$ cat src/rtl/reg_sel_decoder_pkg.sv
// Shared types and helpers for the register-select decoder and its clear engine.
package reg_sel_decoder_pkg;

  typedef enum logic [1:0] {
    ST_IDLE  = 2'd0,
    ST_CLEAR = 2'd1,
    ST_DONE  = 2'd2
  } state_e;

  function automatic int outN(input int selW);
    return 1 << selW;
  endfunction

endpackage

$ cat src/rtl/reg_sel_decoder_dec_onehot.sv
// Combinational one-hot decoder with optional reversed bit ordering.
module dec_onehot #(
  parameter int SEL_W   = 5,
  parameter bit REVERSE = 1'b0
) (
  input  logic                     en_i,
  input  logic [SEL_W-1:0]         idx_i,
  output logic [(1 << SEL_W)-1:0]  y_o
);

  logic [SEL_W-1:0] pos;

  // OUT_N-1-k equals the bitwise complement of k over SEL_W bits.
  assign pos = REVERSE ? ~idx_i : idx_i;

  always_comb begin
    y_o = '0;
    if (en_i) begin
      y_o[pos] = 1'b1;
    end
  end

endmodule

$ cat src/rtl/reg_sel_decoder.sv
// Registered one-hot write-select decoder with R0 protection and a sweep-all clear engine.
module reg_sel_decoder
  import reg_sel_decoder_pkg::*;
#(
  parameter int SEL_W          = 5,
  parameter bit REVERSE        = 1'b0,
  parameter bit PROTECT_ZERO   = 1'b1,
  parameter bit CLEAR_ON_RESET = 1'b1,
  localparam int OUT_N         = outN(SEL_W)
) (
  input  logic             clk,
  input  logic             reset_n,
  input  logic             en,
  input  logic [SEL_W-1:0] sel,
  input  logic             clr_req,
  output logic [OUT_N-1:0] y,
  output logic             clr_active,
  output logic             clr_done,
  output logic             wr_drop
);

  localparam logic [SEL_W-1:0] CNT_LAST = '1;

  state_e           state_q;
  logic [SEL_W-1:0] cnt_q, cnt_d;
  logic             clrReq_q;
  logic             startPend_q;
  logic [OUT_N-1:0] y_q;
  logic             clrActive_q, clrDone_q, wrDrop_q;

  logic             reqEdge;
  logic             protHit;
  logic             decEn;
  logic [SEL_W-1:0] decIdx;
  logic [OUT_N-1:0] decOut;

  // The pending-start flag makes the first edge after reset look like a request edge.
  assign reqEdge = (clr_req & ~clrReq_q) | startPend_q;
  assign protHit = PROTECT_ZERO && (sel == '0);

  // The single decoder is shared: it decodes sel when idle and the sweep index when clearing.
  always_comb begin
    cnt_d  = cnt_q;
    decEn  = 1'b0;
    decIdx = sel;
    case (state_q)
      ST_IDLE: begin
        if (reqEdge) begin
          cnt_d  = '0;
          decEn  = 1'b1;
          decIdx = '0;
        end else begin
          decEn = en && !protHit;
        end
      end
      ST_CLEAR: begin
        if (cnt_q != CNT_LAST) begin
          cnt_d  = cnt_q + SEL_W'(1);
          decEn  = 1'b1;
          decIdx = cnt_d;
        end
      end
      default: ;
    endcase
  end

  dec_onehot #(
    .SEL_W   (SEL_W),
    .REVERSE (REVERSE)
  ) u_dec (
    .en_i  (decEn),
    .idx_i (decIdx),
    .y_o   (decOut)
  );

  always_ff @(posedge clk or negedge reset_n) begin
    if (!reset_n) begin
      state_q     <= ST_IDLE;
      cnt_q       <= '0;
      clrReq_q    <= 1'b0;
      startPend_q <= CLEAR_ON_RESET;
      y_q         <= '0;
      clrActive_q <= 1'b0;
      clrDone_q   <= 1'b0;
      wrDrop_q    <= 1'b0;
    end else begin
      clrReq_q    <= clr_req;
      startPend_q <= 1'b0;
      cnt_q       <= cnt_d;
      y_q         <= decOut;
      clrActive_q <= 1'b0;
      clrDone_q   <= 1'b0;
      wrDrop_q    <= 1'b0;
      case (state_q)
        ST_IDLE: begin
          if (reqEdge) begin
            state_q     <= ST_CLEAR;
            clrActive_q <= 1'b1;
            wrDrop_q    <= en;
          end else begin
            wrDrop_q <= en && protHit;
          end
        end
        ST_CLEAR: begin
          wrDrop_q <= en;
          if (cnt_q == CNT_LAST) begin
            state_q   <= ST_DONE;
            clrDone_q <= 1'b1;
          end else begin
            clrActive_q <= 1'b1;
          end
        end
        ST_DONE: begin
          wrDrop_q <= en;
          state_q  <= ST_IDLE;
        end
        default: state_q <= ST_IDLE;
      endcase
    end
  end

  assign y          = y_q;
  assign clr_active = clrActive_q;
  assign clr_done   = clrDone_q;
  assign wr_drop    = wrDrop_q;

endmodule

$ cat config.mk
export PLATFORM = sky130hd
export DESIGN_NAME = reg_sel_decoder
export DESIGN_NICKNAME = d
export VERILOG_FILES = /design/src/rtl/reg_sel_decoder_pkg.sv /design/src/rtl/reg_sel_decoder_dec_onehot.sv /design/src/rtl/reg_sel_decoder.sv
export SDC_FILE = /design/constraint.sdc
export NUM_CORES = 1
export LEC_CHECK = 0
export BUFFER_PORTS_ARGS = -buffer_cell sky130_fd_sc_hd__buf_2
export CORE_MARGIN = 2
export CORE_UTILIZATION = 50
export CTS_CLUSTER_DIAMETER = 60
export DETAILED_ROUTE_END_ITERATION = 8
export HOLD_SLACK_MARGIN = 0.12
export PLACE_DENSITY_LB_ADDON = 0.1
export SLEW_MARGIN = 20
export SYNTH_ARGS = -nofsm -noshare
export SYNTH_HDL_FRONTEND = slang
export SYNTH_SLANG_ARGS = --single-unit
export TNS_END_PERCENT = 20
$ cat constraint.sdc
create_clock -name clk -period 2.46 [get_ports clk]
set_input_delay 0.492 -clock clk [delete_from_list [all_inputs] [get_ports clk]]
set_output_delay 0.492 -clock clk [all_outputs]
set_load 0.02 [all_outputs]
==> results of run 1 <==
## cells in the mapped netlist, drive strengths merged (5+ instances only)
cell type,count
nor2,14
o21ai,11
nand3,6
buf,6
a21oi,5
nand2b,5
nand2,14
inv,5
nor3,25
dfrtp,43
ha,6
## worst max path at each step
stage,start,slack (ns),cells after the start,endpoint
global placement,cnt_q[1]$_DFFE_PN0P_,0.19,8,y[4]$_DFF_PN0_
CTS,cnt_q[0]$_DFFE_PN0P_,0.08,8,y[4]$_DFF_PN0_
finish,cnt_q[0]$_DFFE_PN0P_,0.17,10,y[13]$_DFF_PN0_
detailed placement,cnt_q[0]$_DFFE_PN0P_,0.12,8,y[4]$_DFF_PN0_
global route,cnt_q[0]$_DFFE_PN0P_,-0.004,10,y[29]$_DFF_PN0_
floorplan,cnt_q[0]$_DFFE_PN0P_,0.28,9,y[4]$_DFF_PN0_
## cell families after synthesis
group	after synthesis	share of synthesized area (%)
adders and majority gates	6	3.958
and+or+nand+nor	78	22.23
other	1	0.1977
buffers and inverters	11	3.232
AOI/OAI and AO/OA	31	11.81
DFF	44	58.11
xor gates and xnor gates	1	0.4618
## stage by stage
| stage | cell area, µm² | std cells | TNS (ns) | setup WS [ns] | utilization (%) |
|---|---|---|---|---|---|
| after floorplan | 1897 | 172 | 0 | 0.2769 | - |
| after global placement | 2182 | 264 | 0 | 0.1855 | 59.60 |
| after detailed placement | 2182 | 264 | 0 | 0.1215 | 59.60 |
| after CTS | 2290 | 272 | 0 | 0.07686 | 62.54 |
| after global routing | 2312 | 272 | -0.004377 | -0.004377 | 63.16 |
| final | 2312 | 272 | 0 | 0.1713 | 63.16 |
## power groups by stage
stage               logic (µW)  registers (µW)  clock network, µW
floorplan                  704            1010                  0
global placement          1110             892                  0
detailed placement        1140             903                  0
CTS                       1140             888                542
global route              1290             898                576
finish                    1180             887                530
## registers in the layout (all words and copies together), names as in the netlist
register	flops
clr_done	1
state_q	2
y	32
clrReq_q	1
cnt_q	5
clr_active	1
startPend_q	1
wr_drop	1
## worst max-delay path, delay by kind of cell (launching register included)
kind            cells  cell delay, ns
buf+inv             2            0.33
fa+ha+maj           2            0.46
flops               1            0.39
compound gates      3            0.38
simple gates        3            0.64
## final cells by class
type | instances | share of cell area (%)
flip-flops and latches | 44 | 47.67
clock inverters | 2 | 1.515
clock buffers | 6 | 3.139
well taps | 48 | 2.597
inverters | 5 | 0.8117
multi-input cells | 117 | 32.68
repair buffers | 50 | 11.58
## routing by layer
metal,global-route usage (%),share of wire (%)
met5,0,0
met4,9.635,2.0
met3,5.137,3.7
met2,36.35,52
met1,23.92,42
## what timing repair did
| action | CTS | global route |
|---|---|---|
| buffers inserted | 0 | 0 |
| setup endpoints to repair | 0 | 27 |
| hold buffers | 0 | 0 |
| hold endpoints to repair | 0 | 0 |
| resized for setup | 0 | 7 |
==> results.json, run 1 <==
{
  "arrival_ns": 2.48,
  "relSlewSlack_pct": 38.59,
  "peakVddDrop_mv": 0.5668,
  "start_util_pct": 51.81,
  "powerDensity_nw_per_um2": 1121,
  "fin_nets": 238,
  "first_pass_iters": 4,
  "drc": 0,
  "multi_input_area_um2": 755.7,
  "n_fill_cell": 314,
  "synthTopCellsByArea": "dfrtp_1 57%, nor3_1 4.7%, ha_1 4.0%",
  "critical_path_class": "register to register",
  "grtUsageTotal_pct": 20.81,
  "reg2reg_from": "cnt_q[0]$_DFFE_PN0P_",
  "hold_path_class": "primary input to register",
  "syn_area_per_cell_um2": 11.03,
  "core_area_um2": 3661,
  "yosysWarnings": 0,
  "antenna_found_initial": 0,
  "power.total_uw": 2593,
  "port_buffers": 43,
  "htree_levels": 2,
  "worstSkewPairLatency_ns": 0.28,
  "combPwrFrac_pct": 45.3,
  "grt_pass1_vias": 1448,
  "switchingPower_uw": 1076,
  "hold_viol": 0,
  "synth_seq_cells": 44,
  "root_buffer": "clkbuf_8",
  "status": "complete, no violations",
  "sw_frac_of_total_pct": 41.50,
  "pwr-share-seq_pct": 34.2,
  "leakagePower_uw": 0.001182,
  "async_flop_share_pct": 100.0,
  "whs_ns": 0.3247,
  "ios": 44,
  "n_antenna_cell": 0,
  "ctsLongestPathBuffers": 2,
  "hpwlAfterDp_mm": 2.975,
  "cap_violations": 0,
  "tightest_slew_ns": 0.9211,
  "crit_slowest_cell": "dfrtp_1",
  "cp_slowest_stage_delay_ns": 0.39,
  "synth-edff-count": 0,
  "die_w_um": 65.59,
  "pwr-share-clk_pct": 20.5,
  "rows": 22,
  "r2r_slack_ns": 0.17,
  "setup_violations": 0,
  "min_delay_path_depth": 1,
  "area_growth_pct": 21.90,
  "yosys.cell_types.count": 40,
  "vias": 1442,
  "clkTransAtPathRegs_ns": 0.08,
  "place_congestion": 0.8760,
  "viasPerCell": 5.301,
  "seqCellArea_um2": 1102,
  "cts.sinks": 44,
  "skew_ns": 0.002014,
  "crit_chain": "ha_1 > and3_1 > ha_1 > nand2b_1 > a21oi_2 > buf_4 > a21o_1 > o221ai_1 > buf_4 > nor3_1",
  "r2r-end": "y[13]$_DFF_PN0_",
  "path_max_fanout": 8,
  "min_from": "clr_req",
  "power.internal_uw": 1517,
  "grt_pass1_wl_mm": 6.693,
  "start_kind": "register",
  "min_to": "clrReq_q$_DFF_PN0_",
  "layout_common_cells": "43 x dfrtp_1, 43 x buf_2, 18 x nor3_1, 13 x nor2_1, 12 x nand2_1",
  "dieHeight_um": 65.59,
  "routed_wl_mm": 4.020,
  "fmax_mhz": 436.9,
  "period_share_pct": 93.03,
  "syn_nets": 187,
  "drive_above_1_share_pct": 34.82,
  "crit_required_ns": 2.65,
  "worstRegToRegCells": 10,
  "synth_top_cell_area_share_pct": 56.73,
  "wl_per_cell_um": 14.78,
  "ant_nets": 0,
  "drt_iter0_drc": 124,
  "dieArea_um2": 4302,
  "yosysSeqAreaShare_pct": 58.11,
  "syn_area_um2": 1897,
  "cts_tree": "done",
  "synth_top_flop_cell": "dfrtp_1",
  "grt_max_degree": 45,
  "synth_top_area_cell": "dfrtp_1",
  "cts_buffers": 5,
  "slew_violations": 0,
  "end_kind": "register",
  "grt.overflow.total": 0,
  "period_needed_ns": 2.289,
  "netlist_instances": 172
}
(Power assumes the default switching activity.)
==> run 2: changes to the inputs <==
--- a/config.mk
+++ b/config.mk
@@ -11,6 +11,7 @@
 export CTS_CLUSTER_DIAMETER = 60
 export DETAILED_ROUTE_END_ITERATION = 8
 export HOLD_SLACK_MARGIN = 0.12
+export MAX_ROUTING_LAYER = met4
 export PLACE_DENSITY_LB_ADDON = 0.1
 export SLEW_MARGIN = 20
 export SYNTH_ARGS = -nofsm -noshare
==> run 2 against run 1 <==
  * Register-to-register slack is essentially flat
  * Via count fell by 0.76%
  * Design area stayed put
  * Final cell count unchanged
  * Setup slack hardly changed
  * Critical path type unchanged
  * Critical endpoint is now y[12]$_DFF_PN0_
  * Largest power group unchanged
==> results.json, run 2 (synthesis gave the netlist of run 1 again) <==
{
  "combPwrFrac_pct": 45.1,
  "cp_num_buf_inv": 2,
  "r2r_slack_ns": 0.17,
  "cts_tree": "done",
  "antenna_found_initial": 0,
  "ios": 44,
  "start_util_pct": 51.81,
  "power.internal_uw": 1516,
  "hpwlAfterDp_mm": 2.908,
  "grt_pass1_vias": 1442,
  "fin_area_um2": 2312,
  "grt_max_degree": 45,
  "crit_required_ns": 2.66,
  "crit_chain": "ha_1 > and3_1 > ha_1 > nand2b_1 > a21oi_2 > buf_4 > a21o_1 > o221ai_1 > buf_4 > nor3_1",
  "worstSkewPairLatency_ns": 0.29,
  "viasPerCell": 5.261,
  "fmax_mhz": 436.9,
  "cp.depth": 10,
  "drc": 0,
  "arrival_ns": 2.48,
  "routed_wl_mm": 3.869,
  "htree_levels": 2,
  "skew_ns": 0.005407,
  "r2r-end": "y[12]$_DFF_PN0_",
  "place_area_um2": 2182,
  "end_kind": "register",
  "slew_violations": 0,
  "dieArea_um2": 4302,
  "min_to": "clrReq_q$_DFF_PN0_",
  "port_buffers": 43,
  "period_share_pct": 93.05,
  "seqCellArea_um2": 1102,
  "drt_iter0_drc": 94,
  "sw_frac_of_total_pct": 41.12,
  "n_fill_cell": 304,
  "min_delay_path_depth": 1,
  "rows": 22,
  "cts_buffers": 5,
  "pwr-share-clk_pct": 20.5,
  "place_congestion": 0.8854,
  "cts.sinks": 44,
  "clkTransAtPathRegs_ns": 0.08,
  "fin_tns_setup_ns": 0,
  "dieHeight_um": 65.59,
  "period_needed_ns": 2.289,
  "ant_nets": 0,
  "root_buffer": "clkbuf_8",
  "crit_family": "simple AND/OR/NAND/NOR gates",
  "core_area_um2": 3661,
  "critical_path_class": "register to register",
  "pwr-share-seq_pct": 34.5,
  "setup_violations": 0,
  "multi_input_area_um2": 755.7,
  "n_antenna_cell": 0,
  "cts_setup_buffers": 0,
  "crit_slowest_cell": "dfrtp_1",
  "hold_path_class": "primary input to register",
  "start_kind": "register",
  "peakVddDrop_mv": 0.6221,
  "ctsLongestPathBuffers": 2,
  "status": "complete, no violations",
  "layout_common_cells": "43 x dfrtp_1, 43 x buf_2, 18 x nor3_1, 13 x nor2_1, 12 x nand2_1",
  "area_growth_pct": 21.90,
  "rsz0062_at_grt": "false",
  "grt.overflow.total": 0,
  "relSlewSlack_pct": 38.97,
  "grt_pass1_wl_mm": 6.782,
  "vias": 1431,
  "powerDensity_nw_per_um2": 1114,
  "cap_violations": 0,
  "fin_nets": 238,
  "grtUsageTotal_pct": 21.73,
  "min_from": "clr_req",
  "largest_reg_flops": 32,
  "leakagePower_uw": 0.001182,
  "path_max_fanout": 8,
  "tightest_slew_ns": 0.9155,
  "wl_per_cell_um": 14.22,
  "first_pass_iters": 4,
  "die_w_um": 65.59,
  "worstRegToRegCells": 10,
  "cp_slowest_stage_delay_ns": 0.39,
  "drive_above_1_share_pct": 34.82,
  "switchingPower_uw": 1059,
  "reg2reg_from": "cnt_q[0]$_DFFE_PN0P_",
  "hold_viol": 0
}
run 2: cell counts in the layout (fill, tap and decap cells not counted):
No cell type changed its count.
run 2: layer usage:
metal / GRT usage, % / routed length [µm] / vias up
li1: - / - / 702
met1: 24.66 / 1549 / 682
met2: 37.12 / 2065 / 40
met3: 5.651 / 191 / 7
met4: 8.073 / 61 / 0
met5: - / 0 / -
run 2: area by class of cell:
| cell class | count | area share (%) |
|---|---|---|
| clock inverters | 2 | 1.515 |
| flip-flops and latches | 44 | 47.67 |
| inverters | 5 | 0.8117 |
| clock buffers | 6 | 3.139 |
| multi-input cells | 117 | 32.68 |
| well taps | 48 | 2.597 |
| repair buffers | 50 | 11.58 |
run 2: how the worst max path moves through the flow:
stage                                    start              end  slack, ns
after floorplan           cnt_q[0]$_DFFE_PN0P_   y[4]$_DFF_PN0_       0.28
after global placement    cnt_q[1]$_DFFE_PN0P_   y[4]$_DFF_PN0_       0.19
after detailed placement  cnt_q[1]$_DFFE_PN0P_  y[22]$_DFF_PN0_       0.13
after CTS                 cnt_q[1]$_DFFE_PN0P_  y[22]$_DFF_PN0_       0.08
after global routing      cnt_q[0]$_DFFE_PN0P_  y[23]$_DFF_PN0_      0.006
final                     cnt_q[0]$_DFFE_PN0P_  y[12]$_DFF_PN0_       0.17
run 2: power by group through the flow:
stage	logic, µW	clock network, µW	registers, µW
4_1_cts	1130	538	888
2_1_floorplan	704	0	1010
6_report	1160	527	887
5_1_grt	1290	583	899
3_3_place_gp	1110	0	892
3_5_place_dp	1130	0	902
run 2: worst reg2reg max path, cell delays in order, from the launching register on:
cell	delay (ns)
dfrtp_1	0.39
ha_1	0.23
and3_1	0.21
ha_1	0.23
nand2b_1	0.22
a21oi_2	0.16
buf_4	0.13
a21o_1	0.11
o221ai_1	0.12
buf_4	0.19
nor3_1	0.21
run 2: metrics by stage:
step                instances  utilization [%]  total power (µW)  hold slack [ns]  setup WS, ns
floorplan                 172                -              1712           0.1964        0.2769
global placement          264            59.60              2001           0.4931        0.1861
detailed placement        264            59.60              2028           0.5100        0.1264
CTS                       272            62.54              2557           0.3077       0.08041
global route              272            63.16              2768           0.2982      0.006123
finish                    272            63.16              2575           0.3173        0.1710
run 2: repair_timing:
item / CTS / global route
resized for setup: 0 / 7
endpoints found under the setup margin: 0 / 27
hold buffers: 0 / 0
